`src/rtl/push_button_debouncer.sv`:
```
// Multi-channel push-button debouncer: per-channel synchronizer, four-state debounce FSM,
// registered level/rise/fall/toggle outputs and a two-flop synchronized reset release.
module push_button_debouncer #(
  parameter int CHANNELS        = 2,
  parameter int SYNC_STAGES     = 2,
  parameter int DEBOUNCE_CYCLES = 16
) (
  input  logic                clk,
  input  logic                rst_n,
  input  logic [CHANNELS-1:0] btn_raw,
  output logic [CHANNELS-1:0] btn_level,
  output logic [CHANNELS-1:0] btn_rise,
  output logic [CHANNELS-1:0] btn_fall,
  output logic [CHANNELS-1:0] btn_toggle
);

  localparam int CW = $clog2(DEBOUNCE_CYCLES + 1);
  localparam logic [CW-1:0] CNT_ONE  = CW'(1);
  localparam logic [CW-1:0] CNT_MAX  = CW'(DEBOUNCE_CYCLES);
  localparam logic [CW-1:0] CNT_LAST = CW'(DEBOUNCE_CYCLES - 2);
  localparam bit SINGLE_SAMPLE = (DEBOUNCE_CYCLES <= 2);

  typedef enum logic [1:0] {
    IDLE_LOW   = 2'd0,
    CHECK_HIGH = 2'd1,
    IDLE_HIGH  = 2'd2,
    CHECK_LOW  = 2'd3
  } state_t;

  logic [1:0] rst_pipe;
  logic       run;

  // Assertion is immediate; release ripples through two flops so every channel starts together.
  always_ff @(posedge clk or negedge rst_n) begin
    if (!rst_n) begin
      rst_pipe <= 2'b00;
    end else begin
      rst_pipe <= {rst_pipe[0], 1'b1};
    end
  end

  assign run = rst_pipe[1];

  for (genvar i = 0; i < CHANNELS; i++) begin : g_ch
    logic [SYNC_STAGES-1:0] sync_ff;
    logic                   sync_i;
    state_t                 state_q;
    state_t                 state_d;
    logic [CW-1:0]          cnt_q;
    logic [CW-1:0]          cnt_d;
    logic                   accept_rise;
    logic                   accept_fall;
    logic                   level_q;
    logic                   level_d;
    logic                   rise_q;
    logic                   rise_d;
    logic                   fall_q;
    logic                   fall_d;
    logic                   toggle_q;
    logic                   toggle_d;

    always_ff @(posedge clk or negedge rst_n) begin
      if (!rst_n) begin
        sync_ff <= '0;
      end else if (!run) begin
        sync_ff <= '0;
      end else begin
        sync_ff <= {sync_ff[SYNC_STAGES-2:0], btn_raw[i]};
      end
    end

    assign sync_i = sync_ff[SYNC_STAGES-1];

    always_ff @(posedge clk or negedge rst_n) begin
      if (!rst_n) begin
        state_q <= IDLE_LOW;
        cnt_q   <= '0;
      end else if (!run) begin
        state_q <= IDLE_LOW;
        cnt_q   <= '0;
      end else begin
        state_q <= state_d;
        cnt_q   <= cnt_d;
      end
    end

    // The sample that leaves an IDLE state counts as the first stable cycle of the candidate level.
    always_comb begin
      state_d     = state_q;
      cnt_d       = cnt_q;
      accept_rise = 1'b0;
      accept_fall = 1'b0;
      case (state_q)
        IDLE_LOW: begin
          if (sync_i) begin
            if (SINGLE_SAMPLE) begin
              accept_rise = 1'b1;
              state_d     = IDLE_HIGH;
              cnt_d       = '0;
            end else begin
              state_d = CHECK_HIGH;
              cnt_d   = CNT_ONE;
            end
          end
        end
        CHECK_HIGH: begin
          if (!sync_i) begin
            state_d = IDLE_LOW;
            cnt_d   = '0;
          end else if (cnt_q >= CNT_LAST) begin
            accept_rise = 1'b1;
            state_d     = IDLE_HIGH;
            cnt_d       = '0;
          end else if (cnt_q < CNT_MAX) begin
            cnt_d = cnt_q + CNT_ONE;
          end
        end
        IDLE_HIGH: begin
          if (!sync_i) begin
            if (SINGLE_SAMPLE) begin
              accept_fall = 1'b1;
              state_d     = IDLE_LOW;
              cnt_d       = '0;
            end else begin
              state_d = CHECK_LOW;
              cnt_d   = CNT_ONE;
            end
          end
        end
        CHECK_LOW: begin
          if (sync_i) begin
            state_d = IDLE_HIGH;
            cnt_d   = '0;
          end else if (cnt_q >= CNT_LAST) begin
            accept_fall = 1'b1;
            state_d     = IDLE_LOW;
            cnt_d       = '0;
          end else if (cnt_q < CNT_MAX) begin
            cnt_d = cnt_q + CNT_ONE;
          end
        end
        default: begin
          state_d = IDLE_LOW;
          cnt_d   = '0;
        end
      endcase
    end

    always_comb begin
      level_d  = level_q;
      rise_d   = 1'b0;
      fall_d   = 1'b0;
      toggle_d = toggle_q;
      if (accept_rise) begin
        level_d  = 1'b1;
        rise_d   = 1'b1;
        toggle_d = ~toggle_q;
      end
      if (accept_fall) begin
        level_d = 1'b0;
        fall_d  = 1'b1;
      end
    end

    always_ff @(posedge clk or negedge rst_n) begin
      if (!rst_n) begin
        level_q  <= 1'b0;
        rise_q   <= 1'b0;
        fall_q   <= 1'b0;
        toggle_q <= 1'b0;
      end else if (!run) begin
        level_q  <= 1'b0;
        rise_q   <= 1'b0;
        fall_q   <= 1'b0;
        toggle_q <= 1'b0;
      end else begin
        level_q  <= level_d;
        rise_q   <= rise_d;
        fall_q   <= fall_d;
        toggle_q <= toggle_d;
      end
    end

    assign btn_level[i]  = level_q;
    assign btn_rise[i]   = rise_q;
    assign btn_fall[i]   = fall_q;
    assign btn_toggle[i] = toggle_q;
  end

endmodule

```
`config.mk`:
```
export PLATFORM = sky130hd
export DESIGN_NAME = push_button_debouncer
export DESIGN_NICKNAME = d
export VERILOG_FILES = /design/src/rtl/push_button_debouncer.sv
export SDC_FILE = /design/constraint.sdc
export NUM_CORES = 1
export LEC_CHECK = 0
export ABC_AREA = 1
export CAP_MARGIN = 20
export CORE_ASPECT_RATIO = 0.75
export CORE_MARGIN = 2
export CORE_UTILIZATION = 56
export DETAILED_ROUTE_END_ITERATION = 10
export PLACE_DENSITY = 0.77
export SLEW_MARGIN = 20
export SYNTH_ARGS = -nofsm -noshare
export SYNTH_HDL_FRONTEND = slang
export SYNTH_SLANG_ARGS = --single-unit
```
`constraint.sdc`:
```
create_clock -name clk -period 1.5 [get_ports clk]
set_input_delay 0.3 -clock clk [delete_from_list [all_inputs] [get_ports clk]]
set_output_delay 0.3 -clock clk [all_outputs]
set_load 0.01 [all_outputs]
```
==> run summary <==
Outcome: completed
CP Class: reg -> reg
Tcrit/Tclk final: 92.51%
1st-iter DRT viols: 54
Worst path required time: 1.77 ns
Total Wirelength: 2462 µm
Antenna diodes: 0
Post-synthesis cell area: 1431 µm²
Nets: 197
Total number of vias: 1,073
Sequential-to-total area share from yosys stat: 48.95%
First-pass GRT wire length: 4153 µm
P_leak: 0.9206 nW
Netlist cell types: 24
Final worst slack: 0.1124 ns
Synth Instances: 175
Setup TNS: 0 ns
Reg2reg path depth: 10
Yosys top cell by area: dfrtp_1
Worst setup SP type: flop
Post-DRT Antenna Nets: 0
Initial DRT Pass Iterations: 4
Clock latency on the worst-skew pair: 0.32 ns
Final Util: 69.10%
R2R Setup Slk: 0.11 ns
Final setup fails: 0
Die ar.: 2981 µm²
RSZ-0062 raised after global routing: yes
Core Area: 2365 µm²
Min-Delay Path Class: in -> async
Residual DRC: 0
Worst stage delay on the critical path: 0.45 ns
Syn nets: 183
Wirelength per Cell: 11.14 µm
Initial Util: 60.53%
Synth area leaders: dfrtp_1 49%, nand2_1 11%, inv_1 8.4%
Number of global-route vias before repair: 934
PD cells: 719.6 nW/µm²
Fmax: 720.7 MHz
Yosys top cell area share: 48.95%
Final hold violations: 0
#FFs+latches synth: 28
Number of max-cap violations: 0
Slowest-stage cell, CP: dfrtp_1
# clock sinks: 28
Initial antenna violation count: 0
Top-Level Pins: 12
I/O Buffers: 11
CP most frequent cell: nand2_1
Cell-by-cell trace of the critical path: ha_1 -> inv_1 -> nand2_1 -> nand2_1 -> nand2_2 -> nor2_2 -> nand3_2 -> nand2_1 -> nand2_1 -> nand2_1
CP arrival: 1.65 ns
Area delta synth->final: 14.16%
CTS tree: built
Placer congestion estimate: 0.8798
Avg Synthesized Cell Area: 8.179 µm²
Post-Place Setup Slack: 0.01919 ns
Tot GR Track Use: 18.79%
Layout cell share with drive strength beyond 1: 16.58%
DP HPWL: 1828 µm
Min cycle time layout: 1.388 ns
CTS Buf Count: 3
Pin count of the biggest net entering global routing: 29
GR Overflow Total: 0
Vias per cell: 4.855
Clock slew at reported path FFs: 0.13 ns
Worst setup EP type: flop
Die W: 62.38 µm
Critical Path Fanout Max: 5
Layout Skew: 0.005586 ns
Synth warn: 0
# H-tree levels: 1
# rows: 15
Clk buf depth: 2
Peak VDD IR: 0.4222 mV
CTS root buf: clkbuf_4
Count of final max-slew check failures: 0
Chip height: 47.79 µm
[power breakdown]
| part | switching [W] | total [W] | internal, W |
|---|---|---|---|
| clock | 0.000194 | 0.000288 | 0.0000940 |
| combinational | 0.0000682 | 0.000106 | 0.0000378 |
| sequential | 0.0000130 | 0.000781 | 0.000768 |
[critical path, delay by kind of cell, from the launching register on]
family,cells,cell delay [ns]
simple gates,8,0.65
flops,1,0.45
fa+ha+maj,1,0.20
buf+inv,1,0.05
[registers in the layout, summed over array words and instances (netlist names)]
name and cells:
g_ch.level_q 2, g_ch.state_q 4, g_ch.rise_q 2, g_ch.toggle_q 2
g_ch.sync_ff 4, g_ch.fall_q 2, rst_pipe 2, g_ch.cnt_q 10
[metrics by stage]
step                hold WS (ns)  instances  total power [W]  area [µm²]
floorplan               0.004409        175        0.0008493        1431
global placement          0.3332        213        0.0008855        1534
detailed placement        0.3541        213        0.0008904        1534
CTS                       0.3473        219         0.001180        1572
global route              0.3496        221         0.001243        1634
finish                    0.3367        221         0.001176        1634
[per-layer routing]
layer  global-route usage, %  part of all wire, %  vias to the layer above
li1                        -                    -                      556
met2                   31.52                   45                       18
met4                   5.333                 0.81                        0
met5                       0                    0                        -
met1                   24.77                   50                      497
met3                   5.647                  3.9                        2
[placed cells by master, fill, tap and decap left out, drive strengths merged, types with 2 or more instances in the layout]
cell,instances
clkbuf,3
clkdlybuf4s50,3
inv,33
nand4,4
nor2,17
a21oi,3
buf,7
dlymetal6s2s,2
ha,4
nor3,5
o21ai,11
dlygate4sd2,6
dfrtp,28
nand2,44
nand3,13
[area by class of cell]
type | count | area (µm²)
tap | 34 | 42.54
multi-input combinational | 105 | 581.8
timing repair buffer | 18 | 160.2
inverter | 33 | 126.4
clock buffer | 3 | 22.52
fill | 202 | 730.7
sequential | 28 | 700.7
[final timing paths]
check                                      start            endpoint
worst max-delay path            g_ch[1].cnt_q[1]  g_ch[1].state_q[1]
worst min-delay path                       rst_n    g_ch[0].cnt_q[2]
worst max register to register  g_ch[1].cnt_q[1]  g_ch[1].state_q[1]
worst min register to register       rst_pipe[0]         rst_pipe[1]
max in group asynchronous                  rst_n    g_ch[0].toggle_q
min in group clk                     rst_pipe[0]         rst_pipe[1]
[Yosys cell counts, drive strengths merged]
cell type	number
nand2	44
inv	33
dfrtp	28
nor2	17
nand3	13
o21ai	11
buf	9
nor3	5
ha	4
nand4	4
a21oi	3
conb	1
nand3b	1
o22ai	1
xor2	1
[cells by family (layout without fill, tap and decap cells)]
family / count (synthesis) / after routing / synth area share (%)
xor gates and xnor gates: 1 / 1 / 0.6120
adders and majority gates: 4 / 4 / 3.497
other: 1 / 1 / 0.2620
buffers and inverters: 42 / 54 / 13.20
and+or+nand+nor: 84 / 84 / 27.88
AOI/OAI and AO/OA: 15 / 15 / 5.595
DFF: 28 / 28 / 48.95
[repair_timing]
item	in CTS	in global routing
setup endpoints to repair	7	13
cloned	0	0
hold buffers	0	0
gates resized for setup	6	18
setup buffers	3	2
Power figures use the tool's default switching activity.
